File: src/rtl/pixel_packer_mono8_if.sv
// Stream and block-control bundle for the Mono8 pixel packer.
// The slave modport is the packer's view; master is the driver/observer side.
interface pixel_packer_mono8_if;
    logic         ap_start;
    logic         ap_done;
    logic         ap_ready;
    logic         ap_idle;
    logic         s_axis_tvalid;
    logic         s_axis_tready;
    logic [7:0]   s_axis_tdata;
    logic         m_axis_tvalid;
    logic         m_axis_tready;
    logic [255:0] m_axis_tdata;
    logic [31:0]  m_axis_tkeep;
    logic         m_axis_tlast;

    modport slave (
        input  ap_start, s_axis_tvalid, s_axis_tdata, m_axis_tready,
        output ap_done, ap_ready, ap_idle, s_axis_tready,
               m_axis_tvalid, m_axis_tdata, m_axis_tkeep, m_axis_tlast
    );

    modport master (
        output ap_start, s_axis_tvalid, s_axis_tdata, m_axis_tready,
        input  ap_done, ap_ready, ap_idle, s_axis_tready,
               m_axis_tvalid, m_axis_tdata, m_axis_tkeep, m_axis_tlast
    );
endinterface

File: src/rtl/pixel_packer_mono8.sv
// Packs 32 Mono8 pixels (first pixel in byte 0) into one 256-bit AXI-Stream word,
// frame-aware with tkeep-qualified zero-padded final word and tlast.
module pixel_packer_mono8 #(
    parameter int OUT_ROWS = 20,
    parameter int OUT_COLS = 20
) (
    input  logic                    clk,
    input  logic                    s_axis_resetn,
    pixel_packer_mono8_if.slave     bus
);
    localparam int N     = OUT_ROWS * OUT_COLS;
    localparam int R     = N % 32;
    localparam int IDX_W = (N > 1) ? $clog2(N + 1) : 1;

    localparam logic [IDX_W-1:0] LAST_IDX  = IDX_W'(N - 1);
    localparam logic [31:0]      KEEP_LAST = (R == 0) ? 32'hFFFF_FFFF : ((32'd1 << R) - 32'd1);

    localparam logic [1:0] IDLE = 2'd0;
    localparam logic [1:0] PACK = 2'd1;
    localparam logic [1:0] SEND = 2'd2;
    localparam logic [1:0] DONE = 2'd3;

    logic [1:0]       state;
    logic [255:0]     pack_reg;
    logic [4:0]       cnt_idx_in_word;
    logic [IDX_W-1:0] cnt_idx_in_frame;
    logic             last_word;

    logic s_hs;
    logic word_full;
    logic frame_end;

    assign s_hs      = bus.s_axis_tvalid && (state == PACK);
    assign word_full = (cnt_idx_in_word == 5'd31);
    assign frame_end = (cnt_idx_in_frame == LAST_IDX);

    // NOTE: every register below uses non-blocking assignment so all state updates
    // see the same pre-edge values; blocking here would create ordering-dependent logic.
    always_ff @(posedge clk or negedge s_axis_resetn) begin
        if (!s_axis_resetn) begin
            state            <= IDLE;
            // NOTE: the pack register is reset (not left undefined) because its
            // contents drive m_axis_tdata directly and padding bytes must read as 0.
            pack_reg         <= '0;
            cnt_idx_in_word  <= '0;
            cnt_idx_in_frame <= '0;
            last_word        <= 1'b0;
        end else begin
            case (state)
                IDLE: begin
                    if (bus.ap_start) begin
                        pack_reg         <= '0;
                        cnt_idx_in_word  <= '0;
                        cnt_idx_in_frame <= '0;
                        last_word        <= 1'b0;
                        state            <= PACK;
                    end
                end
                PACK: begin
                    if (s_hs) begin
                        pack_reg[{cnt_idx_in_word, 3'b000} +: 8] <= bus.s_axis_tdata;
                        cnt_idx_in_word  <= cnt_idx_in_word + 5'd1;
                        cnt_idx_in_frame <= cnt_idx_in_frame + IDX_W'(1);
                        if (word_full || frame_end) begin
                            last_word <= frame_end;
                            state     <= SEND;
                        end
                    end
                end
                SEND: begin
                    if (bus.m_axis_tready) begin
                        if (last_word) begin
                            state <= DONE;
                        end else begin
                            // Clearing here keeps the unused bytes of a short final word at 0.
                            pack_reg        <= '0;
                            cnt_idx_in_word <= '0;
                            state           <= PACK;
                        end
                    end
                end
                default: begin
                    state <= IDLE;
                end
            endcase
        end
    end

    assign bus.ap_idle       = (state == IDLE);
    assign bus.ap_ready      = (state == IDLE);
    assign bus.ap_done       = (state == DONE);
    assign bus.s_axis_tready = (state == PACK);
    assign bus.m_axis_tvalid = (state == SEND);
    assign bus.m_axis_tdata  = pack_reg;
    assign bus.m_axis_tkeep  = (state != SEND) ? 32'd0 : (last_word ? KEEP_LAST : 32'hFFFF_FFFF);
    assign bus.m_axis_tlast  = (state == SEND) && last_word;
endmodule

File: src/flat_wrapper.sv
// flat-port wrapper written by rule: the top's interface ports become plain ports
module pixel_packer_mono8_flat 
#(
    parameter int OUT_ROWS = 20,
    parameter int OUT_COLS = 20
)
  (clk, s_axis_resetn, bus_ap_start, bus_s_axis_tvalid, bus_s_axis_tdata, bus_m_axis_tready, bus_ap_done, bus_ap_ready, bus_ap_idle, bus_s_axis_tready, bus_m_axis_tvalid, bus_m_axis_tdata, bus_m_axis_tkeep, bus_m_axis_tlast);
  pixel_packer_mono8_if bus_i ();
  input  logic clk;
  input  logic s_axis_resetn;
  input wire logic [$bits(bus_i.ap_start)-1:0] bus_ap_start;
  input wire logic [$bits(bus_i.s_axis_tvalid)-1:0] bus_s_axis_tvalid;
  input wire logic [$bits(bus_i.s_axis_tdata)-1:0] bus_s_axis_tdata;
  input wire logic [$bits(bus_i.m_axis_tready)-1:0] bus_m_axis_tready;
  output wire logic [$bits(bus_i.ap_done)-1:0] bus_ap_done;
  output wire logic [$bits(bus_i.ap_ready)-1:0] bus_ap_ready;
  output wire logic [$bits(bus_i.ap_idle)-1:0] bus_ap_idle;
  output wire logic [$bits(bus_i.s_axis_tready)-1:0] bus_s_axis_tready;
  output wire logic [$bits(bus_i.m_axis_tvalid)-1:0] bus_m_axis_tvalid;
  output wire logic [$bits(bus_i.m_axis_tdata)-1:0] bus_m_axis_tdata;
  output wire logic [$bits(bus_i.m_axis_tkeep)-1:0] bus_m_axis_tkeep;
  output wire logic [$bits(bus_i.m_axis_tlast)-1:0] bus_m_axis_tlast;
  assign bus_i.ap_start = bus_ap_start;
  assign bus_i.s_axis_tvalid = bus_s_axis_tvalid;
  assign bus_i.s_axis_tdata = bus_s_axis_tdata;
  assign bus_i.m_axis_tready = bus_m_axis_tready;
  assign bus_ap_done = bus_i.ap_done;
  assign bus_ap_ready = bus_i.ap_ready;
  assign bus_ap_idle = bus_i.ap_idle;
  assign bus_s_axis_tready = bus_i.s_axis_tready;
  assign bus_m_axis_tvalid = bus_i.m_axis_tvalid;
  assign bus_m_axis_tdata = bus_i.m_axis_tdata;
  assign bus_m_axis_tkeep = bus_i.m_axis_tkeep;
  assign bus_m_axis_tlast = bus_i.m_axis_tlast;
  pixel_packer_mono8 #(.OUT_ROWS(OUT_ROWS), .OUT_COLS(OUT_COLS)) u_core (.clk(clk), .s_axis_resetn(s_axis_resetn), .bus(bus_i));
endmodule
File: config.mk
export PLATFORM = sky130hd
export DESIGN_NAME = pixel_packer_mono8_flat
export DESIGN_NICKNAME = d
export VERILOG_FILES = /design/src/rtl/pixel_packer_mono8_if.sv /design/src/rtl/pixel_packer_mono8.sv /design/src/flat_wrapper.sv
export SDC_FILE = /design/constraint.sdc
export NUM_CORES = 1
export LEC_CHECK = 0
export BUFFER_PORTS_ARGS = -buffer_cell sky130_fd_sc_hd__buf_2
export CORE_UTILIZATION = 51
export DETAILED_ROUTE_END_ITERATION = 6
export HOLD_SLACK_MARGIN = 0.15
export PLACE_DENSITY = 0.89
export SKIP_CTS_REPAIR_TIMING = 1
export SYNTH_ARGS = -nofsm -noshare
export SYNTH_HDL_FRONTEND = slang
export SYNTH_SLANG_ARGS = --single-unit
File: constraint.sdc
create_clock -name clk -period 5 [get_ports clk]
set_input_delay 0.5 -clock clk [delete_from_list [all_inputs] [get_ports clk]]
set_output_delay 0.5 -clock clk [all_outputs]
set_load 0.01 [all_outputs]
==> impl_metrics.csv <==
group,metric,value,unit
run_status,status,"complete, no violations",
synthesis,synthXorXnorAreaFrac,1.00,%
setup_path,worstSetupEndpointType,"register",
detailed_routing,dr.first_iter.drc_count,603,
worst_hold_path,hp-class,"in -> async",
power_and_ir_drop,power_frac_clock,31.7,%
power_and_ir_drop,p_seq_share,40.1,%
power_and_ir_drop,totalPowerFinal,7.14,mW
clock_network,clock_latency,0.54,ns
power_and_ir_drop,peakVddDrop,0.364,mV
sta,finalCriticalPeriod,3.29,ns
synthesis,synth_seq_cells,273,
power_and_ir_drop,p_leak,7.15,nW
power_and_ir_drop,p_int,4.66,mW
placement,dp_hpwl,21400,um
clock_network,cts_buffers,28,
sta,tns,0,ns
sta,skew,0.0131,ns
power_and_ir_drop,pwr-share-comb,28.2,%
setup_path,critPathLaunchType,"register",
final_layout,fin_cells,1406,
power_and_ir_drop,power.density,519,mW/mm^2
grt,grt_pass1_wl,49300,um
die,die_x,150,um
placement,gp_congestion,0.885,
detailed_routing,viasPerCell,6.30,
final_layout,drive_gt1_share,34.9,%
final_layout,antennaDiodeCount,0,
detailed_routing,drc,0,
synthesis,yosys_warnings,0,
grt,grt_use_total,28.4,%
detailed_routing,vias,8857,
sta,hold_viol_final,0,
die,die_area,0.0226,mm^2
synthesis,synth-async-reset-ratio,100,%
synthesis,synth_top_family_by_area,"compound AO/OA/AOI/OAI gates",
die,coreArea,0.0213,mm^2
synthesis,synthesis.nets,874,
synthesis,synthMuxAreaShare,1.02,%
synthesis,synthSimpleGateAreaFrac,7.40,%
placement,port_buffers,306,
detailed_routing,wire_per_inst,23.4,um
sta,relSlewSlack,26.3,%
synthesis,synth_cells,854,
synthesis,avgSynthCellArea,13.2,um^2
sta,worst_pin_slew,1.10,ns
synthesis,syn_area,0.0112,mm^2
clock_network,clock_sinks,273,
final_layout,final_cell_mix,"buf_2 (305), dfrtp_1 (273), a22o_1 (105)",
sta,setup_viol,0,
final_layout,fill_cells,1593,
grt,grt_pass1_vias,8531,
detailed_routing,firstDrtPassIters,5,
setup_path,crit_arrival,3.72,ns
power_and_ir_drop,p_sw,2.47,mW
grt,grt_max_degree,139,
synthesis,yosysSeqAreaShare,60.7,%
final_layout,area_growth,22.2,%
placement,dp_cells,1354,
clock_network,cts_tree,"yes",
detailed_routing,final_antenna_net_count,0,
synthesis,synth_ff_type,"dfrtp_1",
synthesis,synth_compound_area_share,24.6,%
setup_path,cp.required,5.43,ns
sta,rsz0062_at_grt,"false",
sta,period_share,65.8,%
final_layout,final_util,64.6,%
setup_path,worstSetupPathType,"reg -> reg",
synthesis,synth_cell_types,68,
final_layout,final_common_cell,"buf_2",
sta,clock.fmax,304,MHz
die,start_util,52.8,%
synthesis,synthAdderAreaFrac,0.779,%
power_and_ir_drop,p_sw_share,34.7,%
final_layout,nets,1129,
grt,grt-ovfl-total,0,
flow_run,maxCapViolCount,0,
detailed_routing,drt-total-wl,32900,um
die,rows,53,
clock_network,path_clk_slew,0.06,ns
clock_network,clockRootBuffer,"clkbuf_16",
setup_path,critPathMaxFanout,38,
clock_network,cts_buffer_depth,3,
sta,holdWs,0.0498,ns
die,pin_count,307,
synthesis,synth_edf_count,0,
grt,grt_antenna_before_repair,0,
die,fp.dieH,150,um
clock_network,htreeDepth,1,
sta,maxSlewViolCount,0,
flip-flops by register name, summed over array words and instances, names as in the netlist:
| signal | count |
|---|---|
| u_core.state | 2 |
| u_core.last_word | 1 |
| u_core.cnt_idx_in_frame | 9 |
| u_core.cnt_idx_in_word | 5 |
| u_core.bus.m_axis_tdata | 256 |
critical path, stage by stage (launching register included):
cell and delay [ns]:
dfrtp_1 0.71, inv_1 0.18, ha_1 0.37, or2_1 0.33
o21ai_4 0.80, a31oi_1 0.45, a32o_1 0.33
synth_stat cells (all sizes together) (2+ instances only):
cell	n	area share, %
mux2i	10	0.89
o32ai	2	0.22
nor2b	13	0.72
a22o	105	8.2
a21o	2	0.21
inv	7	0.23
and4b	2	0.18
buf	59	3.4
o21ai	12	0.53
nand4	5	0.33
nand2b	3	0.17
a31oi	9	0.67
xnor2	4	0.38
o22ai	2	0.17
o2bb2ai	47	3.7
nand3	3	0.13
nor2	41	1.7
nand3b	3	0.20
xor2	8	0.62
o31a	2	0.16
nor3b	3	0.39
nor4bb	2	0.18
ha	7	0.78
a32o	96	8.5
and2	4	0.22
a21oi	25	1.2
nor4	2	0.38
or2	2	0.11
clkbuf	27	0.90
dfrtp	273	61
and3	2	0.11
nor3	8	0.50
nand2	43	1.5
or3	4	0.22
area by class of cell:
| class | count | area [um^2] | share of cell area (%) |
|---|---|---|---|
| flip-flops and latches | 273 | 6830 | 49.7 |
| multi-input cells | 488 | 3930 | 28.6 |
| repair buffers | 311 | 1590 | 11.6 |
| clock buffers | 43 | 858 | 6.25 |
| well taps | 275 | 344 | 2.50 |
| clock inverters | 9 | 160 | 1.17 |
| inverters | 7 | 26.3 | 0.191 |
metal layers:
layer,vias up,track usage [%],share of wire (%)
met1,4479,39.5,41
met3,76,5.36,9.3
li1,3813,-,-
met2,489,44.7,47
met4,0,9.85,3.1
met5,-,0,0
power by group through the flow:
stage	Clock (mW)	Combinational, mW	Sequential [mW]
3_5_place_dp	0	1.99	2.87
4_1_cts	2.28	2.01	2.85
6_report	2.26	2.01	2.86
5_1_grt	2.37	2.18	2.90
3_3_place_gp	0	1.94	2.87
2_1_floorplan	0	1.16	2.95
per-stage QoR:
| stage | setup slack [ns] | cell area (um^2) |
|---|---|---|
| 4_1_cts | 1.75 | 13700 |
| 3_3_place_gp | 1.92 | 12700 |
| 2_1_floorplan | 2.54 | 11200 |
| 6_report | 1.71 | 13700 |
| 3_5_place_dp | 1.77 | 12700 |
| 5_1_grt | 1.49 | 13700 |
final timing paths:
| kind | startpoint | endpoint | slack [ns] | depth (start not counted) |
|---|---|---|---|---|
| worst max-delay path | u_core.cnt_idx_in_word[0] | u_core.bus.m_axis_tdata[94] | 1.71 | 6 |
| worst min-delay path | s_axis_resetn | u_core.bus.m_axis_tdata[58] | 0.05 | 1 |
| worst max register to register | u_core.cnt_idx_in_word[0] | u_core.bus.m_axis_tdata[94] | 1.71 | 6 |
| worst min register to register | u_core.bus.m_axis_tdata[166] | u_core.bus.m_axis_tdata[166] | 0.49 | 1 |
| max in group asynchronous | s_axis_resetn | u_core.bus.m_axis_tdata[238] | 3.76 | 2 |
| min in group clk | bus_ap_start | u_core.state[0] | 0.29 | 3 |
cell families after synthesis:
| kind of cell | after synthesis |
|---|---|
| compound gates | 313 |
| flops | 273 |
| simple gates | 145 |
| buf+inv | 93 |
| xor+xnor | 12 |
| mux | 11 |
| fa+ha+maj | 7 |
No activity file was read; power rests on OpenSTA's default activity.
